[config.mk]
export PLATFORM = sky130hd
export DESIGN_NAME = alu_ctrl_dmem
export DESIGN_NICKNAME = d
export VERILOG_FILES = /design/src/rtl/cpu_pkg.sv /design/src/rtl/dmem_256x8.sv /design/src/rtl/alu_ctrl_dmem.sv
export SDC_FILE = /design/constraint.sdc
export NUM_CORES = 2
export LEC_CHECK = 0
export BUFFER_PORTS_ARGS = -buffer_cell sky130_fd_sc_hd__buf_2
export CAP_MARGIN = 20
export CORE_MARGIN = 8
export CORE_UTILIZATION = 57
export DETAILED_ROUTE_END_ITERATION = 10
export PLACE_DENSITY = 0.76
export SLEW_MARGIN = 20
export SYNTH_ARGS = -nofsm -noshare
export SYNTH_HDL_FRONTEND = slang
export SYNTH_SLANG_ARGS = --single-unit
[constraint.sdc]
create_clock -name clk -period 5 [get_ports clk]
set_clock_uncertainty 0.05 [all_clocks]
set_input_delay 0.25 -clock clk [delete_from_list [all_inputs] [get_ports clk]]
set_output_delay 0.25 -clock clk [all_outputs]
set_load 0.01 [all_outputs]
[src/rtl/cpu_pkg.sv]
// Shared opcode encodings and instruction field positions for the single-cycle
// ALU/control/data-memory slice.
package cpu_pkg;

    localparam logic [3:0] OP_NOP  = 4'h0;
    localparam logic [3:0] OP_ADD  = 4'h1;
    localparam logic [3:0] OP_SUB  = 4'h2;
    localparam logic [3:0] OP_AND  = 4'h3;
    localparam logic [3:0] OP_OR   = 4'h4;
    localparam logic [3:0] OP_XOR  = 4'h5;
    localparam logic [3:0] OP_SLT  = 4'h6;
    localparam logic [3:0] OP_SLL  = 4'h7;
    localparam logic [3:0] OP_SRL  = 4'h8;
    localparam logic [3:0] OP_JAL  = 4'h9;
    localparam logic [3:0] OP_LW   = 4'hA;
    localparam logic [3:0] OP_SW   = 4'hB;
    localparam logic [3:0] OP_BEQ  = 4'hC;
    localparam logic [3:0] OP_BNE  = 4'hD;
    localparam logic [3:0] OP_J    = 4'hE;
    localparam logic [3:0] OP_ADDI = 4'hF;

    // Field a doubles as the upper half of the 4-bit jump immediate.
    localparam int OPC_MSB = 7;
    localparam int OPC_LSB = 4;
    localparam int FA_MSB  = 3;
    localparam int FA_LSB  = 2;
    localparam int FB_MSB  = 1;
    localparam int FB_LSB  = 0;
    localparam int IMM_MSB = 3;
    localparam int IMM_LSB = 0;

endpackage

[src/rtl/dmem_256x8.sv]
// Data memory: synchronous write, asynchronous read, synchronous clear of every
// byte while reset is high.
module dmem_256x8 #(
    parameter int DEPTH = 256,
    parameter int W     = 8,
    localparam int AW   = $clog2(DEPTH)
) (
    input  logic          clk,
    input  logic          rst,
    input  logic          we,
    input  logic [AW-1:0] waddr,
    input  logic [W-1:0]  wdata,
    input  logic [AW-1:0] raddr,
    output logic [W-1:0]  rdata
);

    logic [W-1:0] mem [DEPTH];

    // Reset wins over a pending store so a reset cycle never commits data.
    always_ff @(posedge clk) begin
        if (rst) begin
            for (int i = 0; i < DEPTH; i++) begin
                mem[i] <= '0;
            end
        end else if (we) begin
            mem[waddr] <= wdata;
        end
    end

    assign rdata = mem[raddr];

endmodule

[src/rtl/alu_ctrl_dmem.sv]
// Single-cycle decode, ALU and next-PC logic wrapped around the data memory;
// the memory array is the only state.
module alu_ctrl_dmem
    import cpu_pkg::*;
#(
    parameter int DATA_W    = 8,
    parameter int MEM_DEPTH = 256
) (
    input  logic              clk,
    input  logic              rst,
    input  logic              en,
    input  logic [7:0]        instruction,
    input  logic [DATA_W-1:0] pc,
    input  logic [DATA_W-1:0] in0,
    input  logic [DATA_W-1:0] in1,
    input  logic [DATA_W-1:0] r0,
    input  logic [DATA_W-1:0] sp,
    output logic [1:0]        reg_addr_0,
    output logic [1:0]        reg_addr_1,
    output logic [1:0]        reg_addr_w,
    output logic              reg_w_en,
    output logic              mem_w_en,
    output logic              mem_r_en,
    output logic [DATA_W-1:0] sel_w_source,
    output logic [DATA_W-1:0] jump,
    output logic [DATA_W-1:0] alu_result,
    output logic              overflow,
    output logic [DATA_W-1:0] wb_data,
    output logic [DATA_W-1:0] next_pc,
    output logic [DATA_W-1:0] mem_rdata
);

    localparam int ADDR_W = $clog2(MEM_DEPTH);

    logic [3:0]        opcode;
    logic [1:0]        fieldA;
    logic [1:0]        fieldB;
    logic [3:0]        imm;
    logic [DATA_W-1:0] addSum;
    logic [DATA_W-1:0] subDiff;
    logic [DATA_W-1:0] addiSum;
    logic [DATA_W-1:0] immExt;
    logic [DATA_W-1:0] offset;
    logic [DATA_W-1:0] memAddr;
    logic [DATA_W-1:0] memWdata;
    logic              regWEn;
    logic              memWEn;
    logic              memREn;
    logic              selMem;
    logic              takeJump;

    assign opcode  = instruction[OPC_MSB:OPC_LSB];
    assign fieldA  = instruction[FA_MSB:FA_LSB];
    assign fieldB  = instruction[FB_MSB:FB_LSB];
    assign imm     = instruction[IMM_MSB:IMM_LSB];
    assign addSum  = in0 + in1;
    assign subDiff = in0 - in1;
    assign addiSum = in0 + DATA_W'(fieldB);
    assign immExt  = {{(DATA_W-4){imm[3]}}, imm};

    always_comb begin
        alu_result = '0;
        overflow   = 1'b0;
        reg_addr_w = fieldA;
        regWEn     = 1'b0;
        memWEn     = 1'b0;
        memREn     = 1'b0;
        selMem     = 1'b0;
        takeJump   = 1'b0;
        offset     = '0;
        memAddr    = in0;
        memWdata   = in1;
        unique case (opcode)
            OP_NOP: ;
            OP_ADD: begin
                alu_result = addSum;
                overflow   = (in0[DATA_W-1] == in1[DATA_W-1]) && (addSum[DATA_W-1] != in0[DATA_W-1]);
                regWEn     = 1'b1;
            end
            OP_SUB: begin
                alu_result = subDiff;
                overflow   = (in0[DATA_W-1] != in1[DATA_W-1]) && (subDiff[DATA_W-1] != in0[DATA_W-1]);
                regWEn     = 1'b1;
            end
            OP_AND: begin
                alu_result = in0 & in1;
                regWEn     = 1'b1;
            end
            OP_OR: begin
                alu_result = in0 | in1;
                regWEn     = 1'b1;
            end
            OP_XOR: begin
                alu_result = in0 ^ in1;
                regWEn     = 1'b1;
            end
            OP_SLT: begin
                alu_result = ($signed(in0) < $signed(in1)) ? DATA_W'(1) : '0;
                regWEn     = 1'b1;
            end
            OP_SLL: begin
                alu_result = in0 << in1[2:0];
                regWEn     = 1'b1;
            end
            OP_SRL: begin
                alu_result = in0 >> in1[2:0];
                regWEn     = 1'b1;
            end
            // jal pushes the return address one slot above the stack pointer.
            OP_JAL: begin
                takeJump = 1'b1;
                offset   = immExt;
                memWEn   = 1'b1;
                memAddr  = sp + DATA_W'(1);
                memWdata = pc + DATA_W'(1);
            end
            OP_LW: begin
                memREn     = 1'b1;
                selMem     = 1'b1;
                reg_addr_w = fieldB;
                regWEn     = 1'b1;
            end
            OP_SW: begin
                memWEn = 1'b1;
            end
            OP_BEQ, OP_BNE: begin
                alu_result = subDiff;
                offset     = r0;
                takeJump   = (opcode == OP_BEQ) ? (in0 == in1) : (in0 != in1);
            end
            OP_J: begin
                takeJump = 1'b1;
                offset   = immExt;
            end
            OP_ADDI: begin
                alu_result = addiSum;
                overflow   = !in0[DATA_W-1] && addiSum[DATA_W-1];
                regWEn     = 1'b1;
            end
            default: ;
        endcase
    end

    // Reset masks every side-effecting control; datapath outputs stay live.
    assign reg_addr_0   = fieldA;
    assign reg_addr_1   = fieldB;
    assign reg_w_en     = regWEn & ~rst;
    assign mem_w_en     = memWEn & ~rst;
    assign mem_r_en     = memREn & ~rst;
    assign jump         = {DATA_W{takeJump & ~rst}};
    assign sel_w_source = {DATA_W{selMem & ~rst}};
    assign next_pc      = pc + DATA_W'(1) + (jump & offset);
    assign wb_data      = (alu_result & ~sel_w_source) | (mem_rdata & sel_w_source);

    dmem_256x8 #(
        .DEPTH (MEM_DEPTH),
        .W     (DATA_W)
    ) u_dmem (
        .clk   (clk),
        .rst   (rst),
        .we    (en & mem_w_en & ~rst),
        .waddr (memAddr[ADDR_W-1:0]),
        .wdata (memWdata),
        .raddr (in0[ADDR_W-1:0]),
        .rdata (mem_rdata)
    );

endmodule

==> out/qor.yml <==
status: "finished clean"
post-route-drc-count: 0
ys_async_sr_fraction: 0
cts_hold_buf: 0
grt_pass1_vias: 60562
ys_types: 74
grt_pass1_wl_mm: 505
routed.top_layer: "met5"
slew_headroom: 0.199
grt_use_total: 0.422
route.met2.wl_mm: 156
post-route-min-period_ps: 4550
wl_mm: 377
hold_depth: 2
cts_tree: "built"
first_pass_iters: 9
hp-class: "primary input to flip-flop"
p_leak_nw: 34.3
worstHoldStart: "rst"
hold_end: "u_dmem.mem[207][0]"
antenna_found_initial: 54
place_hpwl_mm: 260
dp_cells: 8735
synth_area_leaders: "edfxtp_1 (66%), mux4_2 (12%), nor2_1 (8.6%)"
die_h_um: 420
yosysMostFrequentCell: "nor2_1"
core_mm2: 0.162
cp-start-kind: "primary input"
clkSinkCount: 2048
m1WireLength_mm: 123
initial_core_util: 0.572
dieArea_mm2: 0.176
ios: 109
cap_violations: 0
rsz0062_at_grt: "no"
syn_inst: 6668
p_per_area_mw_per_mm2: 375
yosysSeqAreaShare: 0.662
largest_register_ffs: 2048
finalHoldViolations: 0
wl_met3_mm: 67.1
slew_violations: 0
final_antenna_net_count: 0
num_vias: 65377
die_w_um: 420
post-route-period-util: 0.910
yosys.area.top_type: "edfxtp_1"
cp.required_ps: 4700
cts_resized: 0
fin_cells: 9125
ys_seq_elements: 2048
setup_viol: 0
gp_congestion: 1.07
htreeDepth: 4
arrival_ps: 4250
grt_start_max_net_pins: 129
avgSynthCellArea_um2: 13.9
top_regs: "u_dmem.mem x2048"
post_cts_buffers: 0
yosys_warnings: 0
cts.clk_slew.worst_paths_ps: 60
top_register: "u_dmem.mem"
root_buffer: "clkbuf_16"
syn_to_final_growth_pct: 12.1
wl_per_cell_um: 41.3
cts_buffers: 198
nNetsFinal: 6852
clockBufferDepth: 3
synthTopCellsByCount: "nor2_1 (2,139), edfxtp_1 (2,048), mux4_2 (513)"
routed_via_density: 7.16
worst-path-max-fanout: 47
grt_overflow_total: 0
drive_gt1_frac: 0.207
critical_path_class: "primary input to primary output"
synthesis.nets: 6760
drt_first_iter_violations: 13361
tightest_slew_ps: 1200
rows: 148
synth_edf_count: 2048
port_buffers: 108
fmax_mhz: 220
yosysTopAreaCellShare: 0.662
ir_drop_uv: 384
fin_tns_setup_ps: 0
dominantRegCellSynth: "edfxtp_1"
synth_area_mm2: 0.0929
end_kind: "primary output"
[where the power goes]
group / leakage (nW) / switching [mW] / internal, mW
logic: 11.8 / 2.81 / 1.24
clock network: 3.08 / 6.74 / 8.21
registers: 19.4 / 0.294 / 19.7
total: 34.3 / 9.84 / 29.2
[metal layers]
metal / vias to the layer above / GRT usage
met5: - / 0.00547
met4: 38 / 0.254
met3: 1174 / 0.192
met2: 6699 / 0.592
met1: 32712 / 0.540
li1: 24754 / -
[per-stage QoR]
step / hold slack [ps] / setup slack [ps] / instance area (µm²) / power (mW) / util
after floorplan: 509 / 207 / 92900 / 22.1 / -
after global placement: 705 / 706 / 97600 / 24.1 / 0.602
after detailed placement: 707 / 740 / 97700 / 24.1 / 0.602
after CTS: 108 / 729 / 104000 / 38.6 / 0.641
after global routing: 169 / 409 / 104000 / 39.5 / 0.641
final: 178 / 450 / 104000 / 39.0 / 0.641
[cells by family after synthesis]
group	count (synthesis)	share of synthesized area
simple gates	2587	0.109
flops	2048	0.662
buf+inv	698	0.0337
compound gates	679	0.0524
mux	589	0.134
fa+ha+maj	41	0.00585
xor+xnor	26	0.00245
[placed cells by master, fill, tap and decap left out, drive strengths merged, types with 13 or more instances in the layout]
cell type     n
xnor2        18
nand3        34
nand2b       17
mux4        521
nor2       2139
o221ai       16
mux2i        50
o21bai       13
a22oi        89
nand2       275
ha           37
o22ai        36
inv          41
diode        22
a221oi       22
a22o         18
nor3         39
mux2         18
buf         557
edfxtp     2048
o21ai        52
bufinv       17
clkinv       97
a21oi        83
nor2b        13
clkbuf      242
a21o        270
[worst max path at each step]
stage,to,start,cells past startpoint,slack (ps)
5_1_grt,next_pc[7],in1[6],17,410
4_1_cts,wb_data[7],in0[0],11,730
3_5_place_dp,wb_data[2],in0[0],11,740
3_3_place_gp,next_pc[7],in1[6],17,710
6_report,wb_data[1],in0[0],10,450
2_1_floorplan,next_pc[7],in0[1],19,210
[cell type report]
cell class              instances  area, µm²
inverters                      33        125
clock inverters               126       1170
fillers                     11446      58200
well taps                    2175       2720
multi-input cells            3922      28600
diodes                         22       55.1
clock buffers                 242       5140
flip-flops and latches       2048      61500
repair buffers                557       4750
[critical path: stages]
cell,delay (ps)
buf_8,270
buf_4,350
buf_12,400
mux4_2,610
mux2i_1,650
a21oi_1,200
a31oi_1,500
a21boi_0,480
a21o_1,280
buf_2,130
Note: power is estimated with default switching activity, not from simulation.
